===== src/rtl/sequenceur_mesure.sv =====
// Ultrasonic telemeter measurement sequencer.
// Fires the sensor trigger at a fixed rate, waits for the echo, measures
// the echo width in centimetres and publishes it with a one-cycle strobe.
// Missing or stuck echoes abort the cycle with a Timeout strobe.
module sequenceur_mesure #(
    parameter int unsigned TRIG_CYCLES   = 500,
    parameter int unsigned US_DIV        = 50,
    parameter int unsigned CM_US         = 58,
    parameter int unsigned TIMEOUT_US    = 30000,
    parameter int unsigned PERIOD_CYCLES = 2500000,
    parameter int unsigned DIST_W        = 8
) (
    input  logic              Clk,
    input  logic              Reset_n,
    input  logic              Enable,
    input  logic              Echo,
    output logic              Trig,
    output logic [DIST_W-1:0] Distance,
    output logic              Valid,
    output logic              Timeout,
    output logic              Busy
);

    localparam int unsigned TRIG_W  = $clog2(TRIG_CYCLES + 1);
    localparam int unsigned PRESC_W = $clog2(US_DIV + 1);
    localparam int unsigned US_W    = $clog2(TIMEOUT_US + 1);
    localparam int unsigned CMD_W   = $clog2(CM_US + 1);
    localparam int unsigned PER_W   = $clog2(PERIOD_CYCLES + 1);

    localparam logic [TRIG_W-1:0]  TRIG_LAST  = TRIG_W'(TRIG_CYCLES - 1);
    localparam logic [PRESC_W-1:0] PRESC_LAST = PRESC_W'(US_DIV - 1);
    localparam logic [US_W-1:0]    US_LIMIT   = US_W'(TIMEOUT_US);
    localparam logic [CMD_W-1:0]   CMD_LAST   = CMD_W'(CM_US - 1);
    localparam logic [PER_W-1:0]   PER_LAST   = PER_W'(PERIOD_CYCLES - 1);

    typedef enum logic [2:0] {
        IDLE,
        TRIG,
        WAIT_ECHO,
        MEASURE,
        HOLDOFF
    } state_t;

    state_t              state;
    logic                echo_m;
    logic                echo_s;
    logic [TRIG_W-1:0]   trig_cnt;
    logic [PER_W-1:0]    period_cnt;
    logic [PRESC_W-1:0]  presc;
    logic [US_W-1:0]     us_cnt;
    logic [CMD_W-1:0]    cm_div;
    logic [DIST_W-1:0]   cm_cnt;

    logic                presc_wrap;
    logic [PRESC_W-1:0]  presc_nxt;
    logic [US_W-1:0]     us_nxt;
    logic [CMD_W-1:0]    cm_div_nxt;
    logic [DIST_W-1:0]   cm_nxt;
    logic                cm_wrap;
    logic                period_done;

    // Two-flop synchronizer for the asynchronous echo input.
    always_ff @(posedge Clk or negedge Reset_n) begin
        if (!Reset_n) begin
            echo_m <= 1'b0;
            echo_s <= 1'b0;
        end else begin
            echo_m <= Echo;
            echo_s <= echo_m;
        end
    end

    // Next values of the us/cm timebase if the current cycle is counted.
    // The fall cycle is counted too, so Distance reflects all N high cycles.
    always_comb begin
        presc_wrap = (presc == PRESC_LAST);
        presc_nxt  = presc_wrap ? '0 : presc + 1'b1;
        us_nxt     = presc_wrap ? us_cnt + 1'b1 : us_cnt;
        cm_wrap    = presc_wrap && (cm_div == CMD_LAST);
        cm_div_nxt = cm_div;
        if (presc_wrap) begin
            cm_div_nxt = (cm_div == CMD_LAST) ? '0 : cm_div + 1'b1;
        end
        cm_nxt      = (cm_wrap && (cm_cnt != '1)) ? cm_cnt + 1'b1 : cm_cnt;
        period_done = (period_cnt == PER_LAST);
    end

    // Acquisition FSM with registered Trig/Busy/Distance and strobes.
    always_ff @(posedge Clk or negedge Reset_n) begin
        if (!Reset_n) begin
            state      <= IDLE;
            Trig       <= 1'b0;
            Distance   <= '0;
            Valid      <= 1'b0;
            Timeout    <= 1'b0;
            Busy       <= 1'b0;
            trig_cnt   <= '0;
            period_cnt <= '0;
            presc      <= '0;
            us_cnt     <= '0;
            cm_div     <= '0;
            cm_cnt     <= '0;
        end else begin
            Valid   <= 1'b0;
            Timeout <= 1'b0;
            if ((state != IDLE) && !period_done) begin
                period_cnt <= period_cnt + 1'b1;
            end
            case (state)
                IDLE: begin
                    if (Enable) begin
                        state      <= TRIG;
                        Trig       <= 1'b1;
                        Busy       <= 1'b1;
                        trig_cnt   <= '0;
                        period_cnt <= '0;
                    end
                end
                TRIG: begin
                    if (trig_cnt == TRIG_LAST) begin
                        state  <= WAIT_ECHO;
                        Trig   <= 1'b0;
                        presc  <= '0;
                        us_cnt <= '0;
                    end else begin
                        trig_cnt <= trig_cnt + 1'b1;
                    end
                end
                WAIT_ECHO: begin
                    if (echo_s) begin
                        state  <= MEASURE;
                        presc  <= '0;
                        us_cnt <= '0;
                        cm_div <= '0;
                        cm_cnt <= '0;
                    end else if (us_nxt == US_LIMIT) begin
                        state   <= HOLDOFF;
                        Timeout <= 1'b1;
                    end else begin
                        presc  <= presc_nxt;
                        us_cnt <= us_nxt;
                    end
                end
                MEASURE: begin
                    if (!echo_s) begin
                        state    <= HOLDOFF;
                        Distance <= cm_nxt;
                        Valid    <= 1'b1;
                    end else if (us_nxt == US_LIMIT) begin
                        state   <= HOLDOFF;
                        Timeout <= 1'b1;
                    end else begin
                        presc  <= presc_nxt;
                        us_cnt <= us_nxt;
                        cm_div <= cm_div_nxt;
                        cm_cnt <= cm_nxt;
                    end
                end
                HOLDOFF: begin
                    if (period_done && !echo_s) begin
                        if (Enable) begin
                            state      <= TRIG;
                            Trig       <= 1'b1;
                            trig_cnt   <= '0;
                            period_cnt <= '0;
                        end else begin
                            state <= IDLE;
                            Busy  <= 1'b0;
                        end
                    end
                end
                default: begin
                    state <= IDLE;
                    Trig  <= 1'b0;
                    Busy  <= 1'b0;
                end
            endcase
        end
    end

endmodule


===== config.mk =====
export PLATFORM = sky130hd
export DESIGN_NAME = sequenceur_mesure
export DESIGN_NICKNAME = d
export VERILOG_FILES = /design/src/rtl/sequenceur_mesure.sv
export SDC_FILE = /design/constraint.sdc
export NUM_CORES = 1
export LEC_CHECK = 0
export ABC_AREA = 1
export CAP_MARGIN = 30
export CORE_MARGIN = 8
export CORE_UTILIZATION = 55
export DETAILED_ROUTE_END_ITERATION = 8
export MAX_ROUTING_LAYER = met4
export PLACE_DENSITY_LB_ADDON = 0.2
export SLEW_MARGIN = 20
export SYNTH_ARGS = -nofsm -noshare
export SYNTH_HDL_FRONTEND = slang
export SYNTH_SLANG_ARGS = --single-unit
export TNS_END_PERCENT = 30

===== constraint.sdc =====
create_clock -name Clk -period 1.9 [get_ports Clk]
set_input_delay 0.19 -clock Clk [delete_from_list [all_inputs] [get_ports Clk]]
set_output_delay 0.19 -clock Clk [all_outputs]
set_load 0.03 [all_outputs]

# Word level (Yosys, flattened, before mapping)
# Index checks and enable logic that the tools add are counted.
# totals
inputBits	4
elab_cells	116
reg_bits	83
out_inout_bits	12
# op_classes
n_mux	53
bitwise_logic	3
eq_ne	19
reduce_logical	21
add_sub_neg	6
# ops
cell	count
2-to-1 mux 15 bit	5
2-to-1 mux 22 bit	3
2-to-1 mux 6 bit	10
case mux 15 bit (3 select lines)	1
case mux 22 bit (2 select lines)	1
2-to-1 mux 8 bit	4
2-to-1 mux 9 bit	3
case mux 9 bit (3 select lines)	1
adder 22 x 1 -> 22 bit, second input constant	1
== test 22 bit, second input constant	1
2-to-1 mux 3 bit	6
inequality test 2 bit, second input constant	9
case mux 6 bit (3 select lines)	1
case mux 8 bit (2 select lines)	1
adder 15 x 1 -> 15 bit, second input constant	1
== test 15 bit, second input constant	1
case mux 3 bit (5 select lines)	1
adder 6 x 1 -> 6 bit, second input constant	2
== test 6 bit, second input constant	2
2-to-1 mux 1 bit	12
case mux 6 bit (2 select lines)	1
AND reduction 3 bit	4
adder 9 x 1 -> 9 bit, second input constant	1
== test 9 bit, second input constant	1
19 further kinds	29

# Depth between registers and ports, before layout
# Gate-level depths: netlist (run 1).
# logic_depth
depth_word	7
mapped_depth	17
mapped_depth_nobuf	17

# Worst setup path before layout (run 1)
# No wires, ideal clock.
# synth_timing
path_kind	flip-flop to flip-flop
startpoint	register presc[1]
endpoint	register presc[5]
synth_period_minus_slack_ns	2.070
path_slack_ns	-0.170
required_ns	1.783
setup_time_ns	0.117
arrival_ns	1.953
stages_incl_launch_ff	18
n_path_buf	2
path_cell_list	dfrtp_1 inv_1 ha_1 nand3_2 nor2_4 buf_6 nand4_1 nand2_1 nand2_2 nor2_4 nand2_2 nor2_4 nand2_4 buf_6 nand3_1 nand2_1 nand2_1 nand2_1
# synth_between
elab_chain_len	6
word_cells_on_any_way	9
classes_between	1 x add/sub; 2 x eq/ne; 6 x mux
# synth_lines
element	line	text
start: declaration	49	logic [PRESC_W-1:0] presc;
start signal: assignment	140	presc <= presc_nxt;
start signal: assignment	153	presc <= presc_nxt;
== test 6 bit	76	presc_wrap = (presc == PRESC_LAST);
2-to-1 mux 15 bit	78	us_nxt = presc_wrap ? us_cnt + 1'b1 : us_cnt;
== test 15 bit	136, 149	
2-to-1 mux 6 bit (*)	136, 149	
2-to-1 mux 6 bit, on equally long branches	145, 130	
case mux 6 bit (3 select lines) (*)	109	case (state)
# Mark *: on every way between the ends. The rest lies on a longest branch, timed or not. The select of a mux whose other input is x is not followed.
# A chain may end at the register's enable or synchronous reset.

# Final worst setup path (run 1)
# layout_timing
startpoint	register presc[1]
endpoint	register cm_cnt[1]
# layout_between
elab_chain_len	7
word_cells_on_any_way	11
classes_between	3 x eq/ne; 5 x mux; 3 x reduce/logical
# layout_lines
element	line	text
== test 6 bit (*)	76	
parallel branches: the longest is 6 deep, another holds 2-to-1 mux 15 bit	-	
end signal: assignment	156	cm_cnt <= cm_nxt;
end: declaration	52	logic [DIST_W-1:0] cm_cnt;
# Mark *: on every way between the ends. The select of a mux whose other input is x is not followed.

==> results of run 1 <==
-- power groups by stage --
| stage | clock, uW | combinational [uW] | sequential, uW |
|---|---|---|---|
| 6_report | 1210 | 55.6 | 1770 |
| 3_5_place_dp | 0 | 56.0 | 1810 |
| 2_1_floorplan | 0 | 2.71 | 1810 |
| 5_1_grt | 1320 | 64.4 | 1770 |
| 3_3_place_gp | 0 | 55.5 | 1810 |
| 4_1_cts | 1250 | 57.9 | 1770 |
-- path summary, 6_finish.rpt --
kind / end / slack [ns] / cells after the start
setup reg to reg: cm_cnt[1] / -0.37 / 13
hold reg to reg: echo_s / 0.40 / 0
setup / recovery: cm_cnt[1] / -0.37 / 13
hold / removal: echo_m / 0.26 / 1
max in group asynchronous: cm_cnt[3] / 0.93 / 3
min in group asynchronous: period_cnt[6] / 0.35 / 2
-- stage by stage --
step	setup TNS, ns	util (%)	area (sq um)	setup slack (ns)	hold WS, ns
final	-11.33	72.3	6910	-0.369	0.262
after global routing	-15.77	72.3	6910	-0.489	0.249
after CTS	-10.03	69.2	6600	-0.343	0.244
after detailed placement	-10.06	65.2	6230	-0.409	0.183
after global placement	-6.78	65.2	6230	-0.290	0.180
after floorplan	-4.01	-	5300	-0.161	-0.106
-- layout make-up --
cell class	count	area, sq um	area share, %
multi-input cells	542	3120	45.1
flip-flops and latches	83	2080	30.1
repair buffers	119	1050	15.2
inverters	82	308	4.46
well taps	133	166	2.41
clock buffers	12	155	2.25
clock inverters	4	33.8	0.489
-- cell usage in the layout, fill, tap and decap left out, drive strengths merged, types with 9 or more instances in the layout --
cell / netlist / final
nand3: 46 / 46
xnor2: 9 / 9
xor2: 16 / 16
dfrtp: 83 / 83
a21oi: 11 / 11
nor2: 90 / 90
nand4: 23 / 23
nand2: 224 / 226
buf: 11 / 102
inv: 81 / 82
clkdlybuf4s50: 0 / 14
o21ai: 58 / 58
clkbuf: 4 / 14
nor3: 23 / 23
-- critical path, cell delays in order, from the launching register on --
cell	delay [ns]
dfrtp_1	0.40
inv_2	0.08
ha_4	0.14
nand3_4	0.08
nor2_4	0.14
buf_6	0.13
buf_6	0.11
buf_4	0.11
buf_6	0.11
nand3_4	0.10
buf_6	0.16
mux2i_2	0.17
or2_2	0.29
o21ai_0	0.16
-- per-layer routing --
layer	vias up	part of all wire [%]	track usage, %
met5	-	0	-
met4	0	1.9	8.34
met3	26	3.7	3.96
met2	109	52	37.7
met1	2460	42	26.3
li1	2561	-	-
-- state kept, by name, summed over array words and instances (netlist names), 3 cells and up --
register / count
Distance: 8
trig_cnt: 9
us_cnt: 15
state: 3
cm_cnt: 8
presc: 6
cm_div: 6
period_cnt: 22
-- what timing repair did --
item / 4_1_cts / 5_1_grt
hold buffers: 1 / 0
pin swaps: 4 / 8
endpoints found under the setup margin: 49 / 79
buffers inserted: 6 / 3
gates cloned: 2 / 3
gates resized for setup: 25 / 57
hold endpoints to repair: 36 / 0
-- cell families after synthesis --
logic type,synth area share (%)
AO/OA/AOI/OAI,10.2
XOR/XNOR,4.13
adder cells (fa/ha/maj),1.89
buffers and inverters,8.12
flip-flops,39.2
multiplexers,0.189
AND/OR/NAND/NOR,36.3
==> reports/qor.yml, run 1 <==
status: "finished, violations left"
violations: "negative setup slack"
yosysTopAreaCell: "dfrtp_1"
wl_per_cell_um: 14.3
dp_hpwl_mm: 9.82
synth_seq_cells: 83
drive_gt1_share_pct: 27.4
num_io_pins: 16
crit_start: "presc[1]"
cts_made_buffers: 9
hold_viol: 0
p_seq_share_pct: 58.3
min_period_ns: 2.27
synthCells: 720
max_slew_margin_pct: 37.5
clk_pin_slew_ns: 0.09
r2r_start: "presc[1]"
routed_via_density: 5.29
arrival_ns: 2.54
grt_max_degree: 48
synth_edf_count: 0
power_frac_comb_pct: 1.8
ys_async_sr_fraction_pct: 100
yosys_warnings: 0
cp-start-kind: "flip-flop"
finalWirelength_mm: 13.9
die_w_um: 114
synth.avg_cell_area_sq_um: 7.36
ys.flop_type: "dfrtp_1"
clock-sinks: 83
synth_commonest_cells: "207 x nand2_1, 83 x dfrtp_1, 80 x nor2_1, 77 x inv_1, 39 x nand3_1"
synth_top_cell_area_share_pct: 39.2
insertedDiodeCount: 0
min_path_type: "in2reg"
synthTopCellsByArea: "dfrtp_1 39%, nand2_1 15%, nor2_1 5.7%"
final_cell_count_no_fill: 975
drt_iter0_markers: 304
ir_worst_vdd_v: 0.000307
setup_viol: 41
grt.overflow.total: 0
synth_most_common_cell: "nand2_1"
antenna_found_initial: 0
drc: 0
area_growth_pct: 30.3
first_pass_iters: 5
post-place-cells: 944
rsz0062_at_grt: "true"
worstPathMaxFanout: 4
drv_slew: 0
worst_pin_slew_ns: 0.934
grt_usage_pct: 22.4
leakagePower_uw: 0.00321
syn_area_sq_mm: 0.00530
clockBufferDepth: 2
fin_nets: 849
clkLatencyLatePin_ns: 0.36
power_uw: 3040
timing.final.crit_share_pct: 119
crit_type: "reg2reg"
p_switching_uw: 703
synth_seq_area_share_pct: 39.2
cts_max_level: 3
grt_pass1_wl_mm: 23.1
cap_viol_max_count: 0
port-buffer-count: 15
grt_pass1_vias: 5053
switching_share_pct: 23.1
cts_tree: "done"
crit_required_ns: 2.17
place_congestion: 0.932
core-area_sq_mm: 0.00955
detail-route-antenna-nets: 0
clockPowerShare_pct: 39.9
p_int_uw: 2340
setup_ws_ns: -0.369
syn_nets: 732
cts_root_buf: "clkbuf_8"
die_y_um: 114
vias: 5156
die_area_sq_mm: 0.0130
nFillCells: 749
fmax_mhz: 441
hp-start: "Echo"
powerDensity_mw_per_mm2: 440
skew_ns: 0.00866
initial_utilization_pct: 55.5
yosysUniqueCellTypes: 44
critPathCaptureType: "flip-flop"
num_rows: 36
(Power assumes the default switching activity.)
==> run 2: changes to the inputs <==
Settings changed: PLACE_DENSITY from default to 0.82, PLACE_DENSITY_LB_ADDON 0.2 to default.
Clock period 1.9 ns to 1.8 ns, I/O delays scaled along.
==> run 2 against run 1 <==
The run still ends with negative setup slack left. Non-clock buffer count rose by 10. Critical path depth rose by 4. Clock power rose by 18%. Flip-flop and latch count did not move. Critical path type unchanged.
==> reports/qor.yml, run 2 (synthesized netlist as in run 1, its figures left out) <==
crit_path_frequent_cell: "nand2_1"
drive_gt1_share_pct: 28.6  # +1.2 points
ir_worst_vdd_v: 0.000593  # +93%
routed.top_layer: "met4"
drc: 0  # unchanged
num_io_pins: 16  # unchanged
die_w_um: 114  # unchanged
path_cells: "inv_2 -> ha_4 -> nand3_4 -> nor2_4 -> buf_6 -> nand2_1 -> o21ai_2 -> nand2_1 -> nor2_2 -> nand3_2 -> nor2_4 -> nand2_4 -> buf_12 -> nand3_1 -> nand2_1 -> nand2_1 -> nand2_1"
setup_viol: 40  # -2.4%
final_cell_area_sq_mm: 0.00690  # about the same
drt_iter0_markers: 514  # +69%
clkLatencyLatePin_ns: 0.37  # about the same
area_growth_pct: 30.3  # about the same
rrSetupSlack_ns: -0.39  # -0.02 ns
cts_max_level: 3  # unchanged
routed_via_density: 5.49  # +3.8%
violations: "negative setup slack"
largestRegisters: "period_cnt: 22 flops, us_cnt: 15 flops, trig_cnt: 9 flops"
grt_usage_pct: 22.9  # +0.53 points
grt_max_degree: 84  # +75%
timing.hold.ws_ns: 0.272  # +0.0102 ns
r2r_start: "presc[1]"
die_area_sq_mm: 0.0130  # unchanged
routed-wl-met2_mm: 7.36  # +1.6%
nFillCells: 694  # -7.3%
antenna_found_initial: 0  # unchanged
crit_slowest_cell: "dfrtp_1"
fin_nets: 859  # +1.2%
initial_utilization_pct: 55.5  # unchanged
grt_pass1_wl_mm: 23.6  # +2.2%
status: "finished, violations left"
clockBufferDepth: 2  # unchanged
dp_hpwl_mm: 10.2  # +3.5%
reg2regPathDepth: 17  # +4
first_pass_iters: 6  # +1
powerDensity_mw_per_mm2: 486  # +10%
final_cell_mix: "198 x nand2_1, 105 x buf_4, 80 x dfrtp_1"
cap_viol_max_count: 0  # unchanged
rsz0062_at_grt: "true"
timing.final.crit_share_pct: 122  # +2.2 points
cts_tree: "done"
tns_ns: -11.80  # -0.473 ns
max_slew_margin_pct: 66.1  # +29 points
largest_reg_flops: 22  # unchanged
whs_endpoint: "echo_m"
fmax_mhz: 457  # +3.6%
crit_type: "reg2reg"
crit_path_max_incr_delay_ns: 0.39  # about the same
hold_viol: 0  # unchanged
place_area_sq_mm: 0.00637  # +2.3%
clock-sinks: 83  # unchanged
mostFrequentLayoutCell: "nand2_1"
clk_pin_slew_ns: 0.10  # about the same
cts_made_buffers: 9  # unchanged
die_y_um: 114  # unchanged
wl_met3_um: 739  # +42%
worstPathMaxFanout: 10  # +6
critPathCaptureType: "flip-flop"
crit_required_ns: 2.07  # -0.10 ns
min_period_ns: 2.19  # -0.0789 ns
wl_per_cell_um: 14.8  # +3.8%
grt_pass1_vias: 5161  # +2.1%
arrival_ns: 2.46  # -0.08 ns
cp-start-kind: "flip-flop"
core-area_sq_mm: 0.00955  # unchanged
leakagePower_uw: 0.00324  # +1.1%
cts_root_buf: "clkbuf_8"
hp-start: "Echo"
r2r-end: "presc[5]"
place_congestion: 0.932  # about the same
setup_ws_ns: -0.390  # -0.0211 ns
vias: 5405  # +4.8%
detail-route-antenna-nets: 0  # unchanged
drv_slew: 0  # unchanged
post-place-cells: 961  # +1.8%
worst_pin_slew_ns: 0.507  # -0.427 ns
drt-met1-wl_mm: 6.07  # +3.2%
finalWirelength_mm: 14.6  # +4.9%
min_path_type: "in2reg"
skew_ns: 0.0157  # +0.00701 ns
port-buffer-count: 15  # unchanged
regMostFlops: "period_cnt"
final_cell_count_no_fill: 985  # +1.0%
hold_depth: 1  # unchanged
num_rows: 36  # unchanged
grt.overflow.total: 0  # unchanged
insertedDiodeCount: 0  # unchanged
## run 2: cell types whose count changed in the layout (fill, tap and decap cells not counted), moves of 4 or more
cell,before,now
buf_4,89,105
nand2_1,194,198
buf_6,9,4
nand2_2,24,20
## run 2: final cells by class
cell class | instances | area, sq um | area share, %
Multi-Input combinational cell | 542 | 3060 | 44.3
Tap cell | 133 | 166 | 2.41
Clock inverter | 6 | 72.6 | 1.05
Inverter | 82 | 308 | 4.46
Timing Repair Buffer | 129 | 1080 | 15.7
Sequential cell | 83 | 2080 | 30.1
Clock buffer | 10 | 138 | 1.99
## run 2: metrics by stage
| step | power [uW] | utilization (%) | worst slack, ns |
|---|---|---|---|
| 2_1_floorplan | 1910 | - | -0.261 |
| 3_3_place_gp | 1960 | 66.7 | -0.347 |
| 3_5_place_dp | 1970 | 66.7 | -0.441 |
| 4_1_cts | 3400 | 70.1 | -0.447 |
| 5_1_grt | 3500 | 72.3 | -0.569 |
| 6_report | 3360 | 72.3 | -0.390 |
## run 2: critical path, delay by kind of cell, from the launching register on
family,cells,cell delay [ns]
adder cells (fa/ha/maj),1,0.15
AO/OA/AOI/OAI,1,0.06
flip-flops,1,0.39
buffers and inverters,3,0.38
AND/OR/NAND/NOR,12,1.11
## run 2: timing repair
action / CTS / global route
resized for setup: 27 / 45
endpoints found under the setup margin: 66 / 80
gates cloned: 0 / 2
hold buffers: 1 / 0
pin swaps: 4 / 8
setup buffers: 1 / 4
endpoints found under the hold margin: 83 / 0
## run 2: how the worst max path moves through the flow
stage | startpoint | end | cells past startpoint
CTS | presc[1] | presc[5] | 17
detailed placement | presc[1] | cm_div[2] | 15
global placement | presc[1] | presc[5] | 17
floorplan | presc[1] | us_cnt[4] | 15
finish | presc[1] | presc[5] | 17
global route | presc[0] | presc[5] | 17
## run 2: layer usage
layer / global-route usage [%] / vias up
li1: - / 2590
met1: 26.9 / 2537
met2: 38.5 / 221
met3: 4.22 / 57
met4: 8.61 / 0
met5: - / -
## run 2: report_power, final
part	switching (uW)	internal, uW	total (uW)
combinational	45.0	13.9	58.9
clock	731	696	1430
sequential	3.36	1870	1870
total	780	2580	3360
==> run 3: changes to the inputs <==
Settings changed: CORE_UTILIZATION 55 to 35, PLACE_DENSITY 0.82 to 0.59.
==> run 3 against run 2 <==
The flow still finishes with violations (negative setup slack). Register-to-register slack worse by 0.09 ns. Fmax is 3.8% lower. Wire length is 4.0% lower. Core utilization is 23 points lower. Flip-flop and latch count stayed put. First-iteration DRC count is 56% lower. Clock skew is 0.0033 ns lower. Critical path type unchanged. Largest cell class unchanged. Highest routed layer unchanged.
==> reports/qor.yml, run 3 (synthesized netlist as in run 1, its figures left out) <==
ir_worst_vdd_v: 0.000520  # -12%
max_slew_margin_pct: 61.0  # -5.0 points
drc: 0  # unchanged
violations: "negative setup slack"
place_congestion: 0.904  # -3.0%
finalWirelength_mm: 14.0  # -4.0%
crit_type: "reg2reg"
first_pass_iters: 4  # -2
final_cell_count_no_fill: 1061  # +7.7%
clock-sinks: 83  # unchanged
critPathCaptureType: "flip-flop"
reg2regPathDepth: 15  # -2
multi_input_area_sq_mm: 0.00312  # +2.1%
hold_viol: 0  # unchanged
num_io_pins: 16  # unchanged
clockBufferDepth: 2  # unchanged
rsz0062_at_grt: "true"
tns_ns: -15.83  # -4.03 ns
die_area_sq_mm: 0.0193  # +48%
grt_usage_pct: 14.9  # -8.0 points
clkLatencyLatePin_ns: 0.36  # about the same
setup_viol: 42  # +5.0%
crit_slowest_cell: "dfrtp_1"
grt.overflow.total: 0  # unchanged
worst_pin_slew_ns: 0.583  # +0.0753 ns
dp_hpwl_mm: 10.1  # -1.1%
min_period_ns: 2.28  # +0.0865 ns
largestRegisters: "period_cnt: 22 flops, us_cnt: 15 flops, trig_cnt: 9 flops"
rrSetupSlack_ns: -0.48  # -0.09 ns
die_y_um: 139  # +22%
area_growth_pct: 38.9
fmax_mhz: 439  # -3.8%
vias: 5126  # -5.2%
grt_max_degree: 34  # -60%
grt_pass1_wl_mm: 23.2  # -2.0%
initial_utilization_pct: 35.4  # -20 points
drt_iter0_markers: 225  # -56%
cts_root_buf: "clkbuf_16"
crit_required_ns: 2.05  # -0.02 ns
path_cells: "inv_2 -> ha_4 -> nand3_4 -> nor2_4 -> buf_12 -> nand2_1 -> o21ai_0 -> nand2_2 -> nand3_2 -> nor2_4 -> nand3_4 -> nand3_4 -> clkbuf_16 -> nand2_2 -> o21ai_2"
fin_nets: 880  # +2.4%
r2r_start: "presc[1]"
r2r-end: "cm_div[0]"
critPathBufInv: 3  # unchanged
grt_pass1_vias: 4891  # -5.2%
wl_per_cell_um: 13.2  # -11%
mostFrequentLayoutCell: "nand2_1"
status: "finished, violations left"
hold_depth: 1  # unchanged
path_delay_family: "simple AND/OR/NAND/NOR gates"
clk_pin_slew_ns: 0.06  # -0.04 ns
crit_path_max_incr_delay_ns: 0.38  # about the same
skew_ns: 0.0123  # -0.00333 ns
hp-start: "Echo"
whs_endpoint: "echo_m"
drv_slew: 0  # unchanged
die_w_um: 139  # +22%
port-buffer-count: 15  # unchanged
antenna_found_initial: 0  # unchanged
powerDensity_mw_per_mm2: 510  # +4.9%
setup_ws_ns: -0.476  # -0.0865 ns
seqCellArea_sq_mm: 0.00208  # -0.18%
cts_tree: "done"
arrival_ns: 2.52  # +0.06 ns
insertedDiodeCount: 0  # unchanged
cts_made_buffers: 9  # unchanged
drive_gt1_share_pct: 32.3  # +3.7 points
cp-start-kind: "flip-flop"
min_path_type: "in2reg"
cap_viol_max_count: 0  # unchanged
detail-route-antenna-nets: 0  # unchanged
core-area_sq_mm: 0.0150  # +57%
leakagePower_uw: 0.00341  # +5.2%
timing.final.crit_share_pct: 126  # +4.8 points
post-place-cells: 1034  # +7.6%
final_cell_mix: "186 x nand2_1, 122 x buf_4, 83 x dfrtp_1"
crit_path_frequent_cell: "nand3_4"
nFillCells: 1453  # +110%
largest_reg_flops: 22  # unchanged
num_rows: 45  # +25%
regMostFlops: "period_cnt"
worstPathMaxFanout: 6  # -4
routed_via_density: 4.83  # -12%
cts_max_level: 3  # unchanged
run 3: cell types whose count changed in the layout (fill, tap and decap cells not counted), moves of 3 or more:
cell | before | now
dfrtp_2 | 3 | 0
nand2_1 | 198 | 186
nand2_2 | 20 | 32
o21ai_1 | 21 | 16
o21ai_2 | 14 | 19
clkbuf_16 | 0 | 11
dfrtp_1 | 80 | 83
buf_4 | 105 | 122
clkbuf_8 | 10 | 2
run 3: repair_timing:
item,in CTS,in global routing
pin swaps,4,19
hold endpoints to repair,29,0
setup endpoints to repair,71,79
gates cloned,0,2
hold buffers,1,0
buffers inserted,1,7
resized for setup,24,77
run 3: how the worst max path moves through the flow:
| stage | from | to | depth (start not counted) |
|---|---|---|---|
| floorplan | presc[1] | us_cnt[4] | 15 |
| global placement | presc[1] | presc[3] | 13 |
| detailed placement | presc[1] | presc[5] | 15 |
| CTS | presc[0] | cm_div[2] | 15 |
| global route | presc[1] | us_cnt[2] | 15 |
| finish | presc[1] | cm_div[0] | 15 |
run 3: layout make-up:
type	count	share of cell area, %
Multi-Input combinational cell	540	42.4
Sequential cell	83	28.2
Timing Repair Buffer	152	18.0
Inverter	82	4.25
Clock buffer	11	3.43
Tap cell	188	3.19
Clock inverter	5	0.510
run 3: report_power, final:
group / internal, uW / switching (uW) / leakage [uW]
clock network: 1010 / 805 / 0.000138
logic: 17.9 / 47.4 / 0.00221
registers: 1870 / 3.42 / 0.00106
run 3: stage by stage:
stage	setup WS [ns]	util (%)	cell area (sq um)	total power, uW	hold WS, ns
2_1_floorplan	-0.261	-	5300	1910	-0.116
3_3_place_gp	-0.417	44.0	6580	1970	0.169
3_5_place_dp	-0.459	44.0	6580	1970	0.175
4_1_cts	-0.380	46.6	6980	3820	0.249
5_1_grt	-0.602	49.2	7360	3870	0.271
6_report	-0.476	49.2	7360	3750	0.262
run 3: routing by layer:
layer  part of all wire (%)  wire (um)  GRT usage [%]  vias up
met4                    1.8        250           5.43        0
li1                       -          -              -     2624
met3                    3.2        446           3.20       24
met1                     46       6410           17.7     2405
met5                      0          0              -        -
met2                     49       6910           24.5       73
